$ cat src/rtl/multicycle_rtype_control_if.sv
// Instruction/control bus of the multicycle R-type control unit.
//   master : instruction source. It drives instr_valid and function_code
//            and observes the control outputs.
//   slave  : the control unit. It samples the instruction and drives
//            instr_ready, select_bits_ALU, alu_en, reg_write, done,
//            illegal_funct, busy and retired_count.
interface multicycle_rtype_control_if #(
    parameter int CNT_W = 16
);
    logic             instr_valid;
    logic             instr_ready;
    logic [5:0]       function_code;
    logic [2:0]       select_bits_ALU;
    logic             alu_en;
    logic             reg_write;
    logic             done;
    logic             illegal_funct;
    logic             busy;
    logic [CNT_W-1:0] retired_count;

    modport master (
        output instr_valid, function_code,
        input  instr_ready, select_bits_ALU, alu_en, reg_write, done,
               illegal_funct, busy, retired_count
    );

    modport slave (
        input  instr_valid, function_code,
        output instr_ready, select_bits_ALU, alu_en, reg_write, done,
               illegal_funct, busy, retired_count
    );
endinterface

$ cat src/rtl/multicycle_rtype_control.sv
// Multicycle control unit for the R-type MIPS datapath.
// Accepts one funct code per instruction (valid/ready) and sequences it
// through DECODE -> EXECUTE (N cycles) -> WRITEBACK. N is EXEC_CYCLES, or
// SHIFT_CYCLES for srl. It also flags unsupported codes and counts
// retired instructions.
// Ports:
//   clk    : rising-edge clock
//   reset  : asynchronous, active-high reset
//   bus    : slave side of multicycle_rtype_control_if (handshake in,
//            ALU select / strobes / status / retired count out)
// Every output is a flop, so the strobes are glitch-free and mutually
// exclusive by construction.
module multicycle_rtype_control #(
    parameter int EXEC_CYCLES  = 1,
    parameter int SHIFT_CYCLES = 2,
    parameter int CNT_W        = 16
) (
    input  logic                        clk,
    input  logic                        reset,
    multicycle_rtype_control_if.slave   bus
);

    localparam int MAXC = (EXEC_CYCLES > SHIFT_CYCLES) ? EXEC_CYCLES : SHIFT_CYCLES;
    localparam int CW   = $clog2(MAXC + 1);

    typedef enum logic [1:0] {
        IDLE      = 2'd0,
        DECODE    = 2'd1,
        EXECUTE   = 2'd2,
        WRITEBACK = 2'd3
    } state_t;

    state_t      state;
    logic [5:0]  funct_q;
    logic [CW-1:0] cyc_cnt;

    function automatic logic legal_of(input logic [5:0] f);
        case (f)
            6'h24, 6'h25, 6'h20, 6'h2A,
            6'h22, 6'h02, 6'h26, 6'h27: legal_of = 1'b1;
            default:                    legal_of = 1'b0;
        endcase
    endfunction

    function automatic logic [2:0] sel_of(input logic [5:0] f);
        case (f)
            6'h24:   sel_of = 3'b000;  // and
            6'h25:   sel_of = 3'b001;  // or
            6'h20:   sel_of = 3'b010;  // add
            6'h2A:   sel_of = 3'b011;  // slt
            6'h22:   sel_of = 3'b100;  // sub
            6'h02:   sel_of = 3'b101;  // srl
            6'h26:   sel_of = 3'b110;  // xor
            6'h27:   sel_of = 3'b111;  // nor
            default: sel_of = 3'b000;
        endcase
    endfunction

    logic       in_legal;
    logic       lat_legal;
    logic [2:0] lat_sel;
    logic       lat_srl;

    assign in_legal  = legal_of(bus.function_code);
    assign lat_legal = legal_of(funct_q);
    assign lat_sel   = sel_of(funct_q);
    assign lat_srl   = (funct_q == 6'h02);

    always_ff @(posedge clk or posedge reset) begin
        if (reset) begin
            state               <= IDLE;
            funct_q             <= 6'd0;
            cyc_cnt             <= '0;
            bus.instr_ready     <= 1'b0;
            bus.select_bits_ALU <= 3'b000;
            bus.alu_en          <= 1'b0;
            bus.reg_write       <= 1'b0;
            bus.done            <= 1'b0;
            bus.illegal_funct   <= 1'b0;
            bus.busy            <= 1'b0;
            bus.retired_count   <= '0;
        end else begin
            case (state)
                IDLE: begin
                    // instr_ready is low only in the first cycle after reset.
                    // The first edge raises it, and acceptance needs it high.
                    if (bus.instr_ready && bus.instr_valid) begin
                        funct_q           <= bus.function_code;
                        state             <= DECODE;
                        bus.instr_ready   <= 1'b0;
                        bus.busy          <= 1'b1;
                        // Legality of the accepted code is computed here so
                        // the flag is a flop that is high for the whole DECODE cycle.
                        bus.illegal_funct <= ~in_legal;
                    end else begin
                        bus.instr_ready   <= 1'b1;
                    end
                end

                DECODE: begin
                    bus.illegal_funct <= 1'b0;
                    if (lat_legal) begin
                        bus.select_bits_ALU <= lat_sel;
                        cyc_cnt  <= lat_srl ? CW'(SHIFT_CYCLES) : CW'(EXEC_CYCLES);
                        bus.alu_en <= 1'b1;
                        state    <= EXECUTE;
                    end else begin
                        // Unsupported code: select and count stay unchanged.
                        bus.instr_ready <= 1'b1;
                        bus.busy        <= 1'b0;
                        state           <= IDLE;
                    end
                end

                EXECUTE: begin
                    cyc_cnt <= cyc_cnt - CW'(1);
                    // A count of 1 means this is the last EXECUTE cycle.
                    if (cyc_cnt == CW'(1)) begin
                        bus.alu_en    <= 1'b0;
                        bus.reg_write <= 1'b1;
                        bus.done      <= 1'b1;
                        state         <= WRITEBACK;
                    end
                end

                WRITEBACK: begin
                    bus.reg_write     <= 1'b0;
                    bus.done          <= 1'b0;
                    bus.retired_count <= bus.retired_count + CNT_W'(1);
                    bus.instr_ready   <= 1'b1;
                    bus.busy          <= 1'b0;
                    state             <= IDLE;
                end

                default: begin
                    state <= IDLE;
                end
            endcase
        end
    end

endmodule

$ cat src/flat_wrapper.sv
// flat-port wrapper written by rule: the top's interface ports become plain ports
module multicycle_rtype_control_flat 
#(
    parameter int EXEC_CYCLES  = 1,
    parameter int SHIFT_CYCLES = 2,
    parameter int CNT_W        = 16
)
  (clk, reset, bus_instr_valid, bus_function_code, bus_instr_ready, bus_select_bits_ALU, bus_alu_en, bus_reg_write, bus_done, bus_illegal_funct, bus_busy, bus_retired_count);
  multicycle_rtype_control_if #(.CNT_W(CNT_W)) bus_i ();
  input  logic clk;
  input  logic reset;
  input wire logic [$bits(bus_i.instr_valid)-1:0] bus_instr_valid;
  input wire logic [$bits(bus_i.function_code)-1:0] bus_function_code;
  output wire logic [$bits(bus_i.instr_ready)-1:0] bus_instr_ready;
  output wire logic [$bits(bus_i.select_bits_ALU)-1:0] bus_select_bits_ALU;
  output wire logic [$bits(bus_i.alu_en)-1:0] bus_alu_en;
  output wire logic [$bits(bus_i.reg_write)-1:0] bus_reg_write;
  output wire logic [$bits(bus_i.done)-1:0] bus_done;
  output wire logic [$bits(bus_i.illegal_funct)-1:0] bus_illegal_funct;
  output wire logic [$bits(bus_i.busy)-1:0] bus_busy;
  output wire logic [$bits(bus_i.retired_count)-1:0] bus_retired_count;
  assign bus_i.instr_valid = bus_instr_valid;
  assign bus_i.function_code = bus_function_code;
  assign bus_instr_ready = bus_i.instr_ready;
  assign bus_select_bits_ALU = bus_i.select_bits_ALU;
  assign bus_alu_en = bus_i.alu_en;
  assign bus_reg_write = bus_i.reg_write;
  assign bus_done = bus_i.done;
  assign bus_illegal_funct = bus_i.illegal_funct;
  assign bus_busy = bus_i.busy;
  assign bus_retired_count = bus_i.retired_count;
  multicycle_rtype_control #(.EXEC_CYCLES(EXEC_CYCLES), .SHIFT_CYCLES(SHIFT_CYCLES), .CNT_W(CNT_W)) u_core (.clk(clk), .reset(reset), .bus(bus_i));
endmodule
$ cat config.mk
export PLATFORM = sky130hd
export DESIGN_NAME = multicycle_rtype_control_flat
export DESIGN_NICKNAME = d
export VERILOG_FILES = /design/src/rtl/multicycle_rtype_control_if.sv /design/src/rtl/multicycle_rtype_control.sv /design/src/flat_wrapper.sv
export SDC_FILE = /design/constraint.sdc
export NUM_CORES = 1
export LEC_CHECK = 0
export ABC_CLOCK_PERIOD_IN_PS = 1650
export CAP_MARGIN = 20
export CORE_MARGIN = 4
export CORE_UTILIZATION = 30
export DETAILED_ROUTE_END_ITERATION = 7
export PLACE_DENSITY = 0.58
export SYNTH_ARGS = -nofsm -noshare
export SYNTH_HDL_FRONTEND = slang
export SYNTH_SLANG_ARGS = --single-unit
$ cat constraint.sdc
create_clock -name clk -period 1.65 [get_ports clk]
set_input_delay 0.495 -clock clk [delete_from_list [all_inputs] [get_ports clk]]
set_output_delay 0.495 -clock clk [all_outputs]
set_load 0.05 [all_outputs]
* Word-level counts from Yosys, hierarchy flattened
Cells that the tools add are included.
** Storage, ports and cells
- Flip-flop bits (word level) :: 34
- Input port bits :: 9
** Operators by class
- Add/subtract/negate cells :: 2
- Muxes and demuxes :: 23
- Reductions and logical operators :: 17
- Equal/unequal tests :: 24
- Bitwise operators :: 1
** Operators by type and width (count)
- $eq A6 B6 Y1 const B :: 14
- $pmux W3 S7 :: 1
- $add A16 B1 Y16 const B :: 1
- $reduce_or A8 Y1 :: 2
- $reduce_and A2 Y1 :: 7
- $eq A6 B2 Y1 const B :: 2
- $mux W1 :: 10
- $mux W2 :: 5
- $pmux W2 S4 :: 1
- $ne A2 B1 Y1 const B :: 3
- $pmux W1 S2 :: 3
- $pmux W1 S3 :: 2
- $reduce_and A3 Y1 :: 2
- $reduce_bool A2 Y1 :: 3
- $eq A2 B1 Y1 const B :: 2
- $eq A2 B2 Y1 const B :: 2
- $pmux W2 S2 :: 1
- $reduce_bool A3 Y1 :: 1
- $logic_not A2 Y1 :: 1
- $ne A2 B2 Y1 const B :: 1
- $sub A2 B1 Y2 const B :: 1
- $logic_and A1 B1 Y1 :: 1
- $not A1 Y1 :: 1

* Depth between registers and ports, before layout
- Depth after elaboration :: 6
- Depth in mapped cells :: 7
- Mapped depth without buffers :: 6

* Worst setup path after synthesis
No wires, ideal clock.
- Path kind :: register to register
- Start :: register u_core.bus.retired_count[0] (netlist name)
- End :: register u_core.bus.retired_count[12] (netlist name)
- Path slack :: -279 ps
- Cell stages (with the launch flop) :: 7
- Arrival :: 1847 ps
- Period minus slack after synthesis :: 1929 ps
- Data required time :: 1568 ps
- Setup time :: 82 ps
- Cells stage by stage :: dfrtp_1 > ha_1 > nand2_1 > or3_1 > clkbuf_1 > nor3_1 > xor2_1
** Between the ends
- Word-level cells in the longest chain between the ends :: 1
** Ends and longest elaborated chain
- from (decl) :: line multicycle_rtype_control_if.sv:30 : illegal_funct, busy, retired_count
- from (signal assigned) :: line multicycle_rtype_control.sv:129 : bus.retired_count <= bus.retired_count + CNT_W'(1);
- $add A16 B1 Y16 :: line multicycle_rtype_control.sv:129
Every way passes these cells.
A chain may end at the register's enable or synchronous reset.

==> out/qor.log <==
INFO  power_and_ir_drop power.total=4510µW
INFO  finish         antenna_cells_inserted=0
INFO  logic_synthesis netlist_top_cells_area=sky130_fd_sc_hd__dfrtp_1, sky130_fd_sc_hd__mux2_2, sky130_fd_sc_hd__ha_1, sky130_fd_sc_hd__xnor2_1, sky130_fd_sc_hd__inv_1
INFO  timing         max_slew_headroom=74.4%
INFO  logic_synthesis synthesis.area=1750µm²
INFO  grt            grt_pass1_vias=1352
INFO  floorplanning  floorplan.initialDensity=31.4%
INFO  clock_network  postCtsSetupRepairBufs=0
INFO  floorplanning  die_w=84.3µm
INFO  logic_synthesis syn-instance-count=165
INFO  drt            post_drt_wl_per_cell=13.3µm
INFO  grt            grt_max_degree=35
INFO  timing         achievable-frequency=0.625GHz
INFO  finish         area.growth.synth_to_final=59.6%
INFO  grt            gr-total-overflow=0
INFO  finish         mostFrequentLayoutCell=sky130_fd_sc_hd__buf_12
INFO  drt            ant_nets=0
INFO  floorplanning  rows=27
INFO  logic_synthesis postSynth.asyncResetShare=100%
INFO  logic_synthesis synth_nets=181
INFO  clock_network  tritoncts=built
INFO  grt            groute.usage.overall=11.3%
INFO  finish         top_library_cells_by_usage_in_the_layout_fill_and_taps_aside=sky130_fd_sc_hd__buf_12, sky130_fd_sc_hd__dfrtp_1, sky130_fd_sc_hd__buf_4, sky130_fd_sc_hd__inv_1, sky130_fd_sc_hd__nand2_1
INFO  floorplanning  core_region_area=5570µm²
INFO  placement      dpl.hpwl=2.97mm
INFO  run_status     run_status=finished, final reports clean
INFO  worst_setup_path worstSetupPathType=flip-flop to flip-flop
INFO  grt            met2_track_demand_over_resource=17.5%
INFO  grt            antenna_found_initial=0
INFO  worst_setup_path worst_r2r_endpoint=u_core.bus.retired_count[15]
INFO  timing         rsz0062_at_grt=true
INFO  drt            first_pass_iteration_count_of_the_detailed_router=4
INFO  power_and_ir_drop static-leakage-power=0.00123µW
INFO  drt            drc_errors=0
INFO  hold_path      holdCritStartpoint=u_core.cyc_cnt[1]
INFO  hold_path      timing.hold.worst.class=flip-flop to flip-flop
INFO  grt            use_met3=2.26%
INFO  timing         fin_crit=1.60ns
INFO  grt            first_pass_grt_wire_length=6.47mm
INFO  clock_network  cts.reportedPaths.clkPinSlew=0.07ns
INFO  hold_path      hold_path_cells=2
INFO  worst_setup_path worst_ep_required=1.86ns
INFO  worst_setup_path startpoint_type_of_the_worst_setup_path=flip-flop
INFO  finish         final_nets=241
INFO  timing         timing.clock.skew=0.00250ns
INFO  timing         finalHoldViolations=0
INFO  placement      buffer_ports.inserted=33
INFO  clock_network  clkSinkCount=34
INFO  drt            route.vias.total=1362
INFO  drt            drt-initial-drc-count=45
INFO  logic_synthesis synth_edf_count=0
INFO  timing         worst_pin_slew=0.383ns
INFO  power_and_ir_drop power.density=1620nW/µm²
INFO  finish         layout-drive-gt1-share=38.9%
INFO  worst_setup_path worstPathCellList=ha_4, nand4_4, or4b_4, nor3_4, xor2_1
INFO  grt            busiest_layer=met2
INFO  drt            via_per_inst=4.57
INFO  logic_synthesis yosys_most_used_dff=sky130_fd_sc_hd__dfrtp_1
INFO  finish         stdcell_count=298
INFO  timing         final_critical_path_setup_slack=0.0510ns
INFO  logic_synthesis synth-seq-area-share=48.7%
INFO  worst_setup_path worst_ep_arrival_time=1.81ns
INFO  logic_synthesis post-synth-top-area-fraction=48.7%
INFO  logic_synthesis synth_largest_area_cell=sky130_fd_sc_hd__dfrtp_1
INFO  timing         report.final.setup_viol=0
INFO  placement      gp_congestion=0.865
INFO  worst_setup_path r2r.worst_path.cells=5
INFO  clock_network  htree_levels=2
INFO  drt            routed_wl=3.95mm
INFO  floorplanning  io-pin-count=34
INFO  worst_setup_path max_stage_delay_cell_worst_path=sky130_fd_sc_hd__or4b_4
INFO  timing         final.period_utilization=96.9%
INFO  logic_synthesis ys_seq_elements=34
INFO  logic_synthesis synth_cell_type_count=38
INFO  power_and_ir_drop vdd_drop_max=860µV
INFO  hold_path      hold_end=u_core.cyc_cnt[1]
INFO  clock_network  cts-buffers-inserted=5
INFO  clock_network  cts.hold.buffers_added=0
INFO  grt            global_route.usage.met1=15.1%
INFO  job            cap_viol_max_count=0
INFO  finish         filler_cell_count=505
INFO  floorplanning  die-area=7110µm²
INFO  timing         maxSlewViolCount=0
INFO  worst_setup_path path_max_fanout=4
INFO  floorplanning  die_h=84.3µm
INFO  worst_setup_path crit_path_end_kind=flip-flop
INFO  timing         hold_ws=0.522ns
INFO  worst_setup_path critical-path-max-stage-delay=0.58ns
INFO  clock_network  clk_path_buf_depth=2
INFO  clock_network  insertion_delay=0.28ns
INFO  logic_synthesis yosys_warnings=0
INFO  worst_setup_path timing.reg2reg.setup_slack=0.05ns
INFO  logic_synthesis post_synthesis_average_cell_area=10.6µm²
INFO  placement      detailedPlace.worstSlack=-0.0637ns
INFO  placement      dp.cells=290
INFO  clock_network  cts_root_buffer=sky130_fd_sc_hd__clkbuf_8
## report_power, final
group / leakage (µW) / switching [µW] / total [µW] / internal [µW]
logic: 0.000753 / 1190 / 2400 / 1210
clock network: 0.0000575 / 306 / 728 / 422
registers: 0.000424 / 309 / 1390 / 1080
total: 0.00123 / 1810 / 4510 / 2700
## state kept, by name, indices dropped and copies added (netlist names), named ones only
| signal | flops |
|---|---|
| u_core.bus.alu_en | 1 |
| u_core.funct_q | 6 |
| u_core.bus.illegal_funct | 1 |
| u_core.bus.reg_write | 1 |
| u_core.bus.busy | 1 |
| u_core.state | 1 |
| u_core.bus.retired_count | 16 |
| u_core.bus.select_bits_ALU | 3 |
| u_core.cyc_cnt | 2 |
| u_core.bus.instr_ready | 1 |
## final cells by class
| type | count | area (µm²) | area share, % |
|---|---|---|---|
| flip-flops and latches | 34 | 862 | 30.9 |
| well taps | 72 | 90.1 | 3.23 |
| repair buffers | 56 | 766 | 27.5 |
| inverters | 18 | 67.6 | 2.42 |
| multi-input cells | 110 | 893 | 32.0 |
| clock buffers | 8 | 110 | 3.95 |
## critical path, delay by kind of cell (launching register included)
family,cells,cell delay (ns)
fa+ha+maj,1,0.18
xor+xnor,1,0.15
flops,1,0.39
simple gates,3,0.81
## layer usage
metal,part of all wire (%),vias to the layer above
met5,0,-
met3,3.3,5
li1,-,684
met1,47,650
met4,2.0,0
met2,48,23
## how the worst max path moves through the flow
stage	start	endpoint	depth (start not counted)
after floorplan	u_core.state[0]	u_core.bus.retired_count[15]	6
after global placement	bus_instr_valid	u_core.bus.busy	5
after detailed placement	bus_instr_valid	u_core.bus.illegal_funct	5
after CTS	u_core.state[0]	u_core.bus.retired_count[15]	5
after global routing	u_core.funct_q[0]	u_core.bus.select_bits_ALU[1]	4
final	flip-flop	u_core.bus.retired_count[15]	5
## logic make-up (layout without fill, tap and decap cells)
group,count (synthesis),after routing,synth area share (%)
XOR/XNOR,16,16,8.02
flip-flops,34,34,48.7
buffers and inverters,21,82,4.94
AO/OA/AOI/OAI,25,25,9.16
multiplexers,13,13,8.02
AND/OR/NAND/NOR,49,49,16.2
adder cells (fa/ha/maj),7,7,5.01
## Yosys cell counts (all sizes together) (2+ instances only)
library cell  instances
nand4                 4
inv                  18
nor3                  4
buf                   2
a31oi                 4
nand2b                3
nor3b                 2
a21oi                 7
xor2                  6
o2bb2ai               2
mux2                  8
nor2                  9
ha                    7
xnor2                10
nand2                13
dfrtp                34
nand3                 3
nor2b                 3
mux2i                 5
o21ai                 5
## through the flow
step | setup TNS (ns) | cell area, µm² | utilization, %
finish | 0 | 2790 | 50.0
global route | -0.134 | 2790 | 50.0
CTS | 0 | 2730 | 49.0
detailed placement | -0.202 | 2620 | 47.0
global placement | -0.0415 | 2620 | 47.0
floorplan | -0.168 | 1790 | -
## timing repair
item | CTS | global route
gates resized for setup | 1 | 10
pin swaps | 1 | 3
endpoints found under the setup margin | 5 | 9
Power figures use the tool's default switching activity.
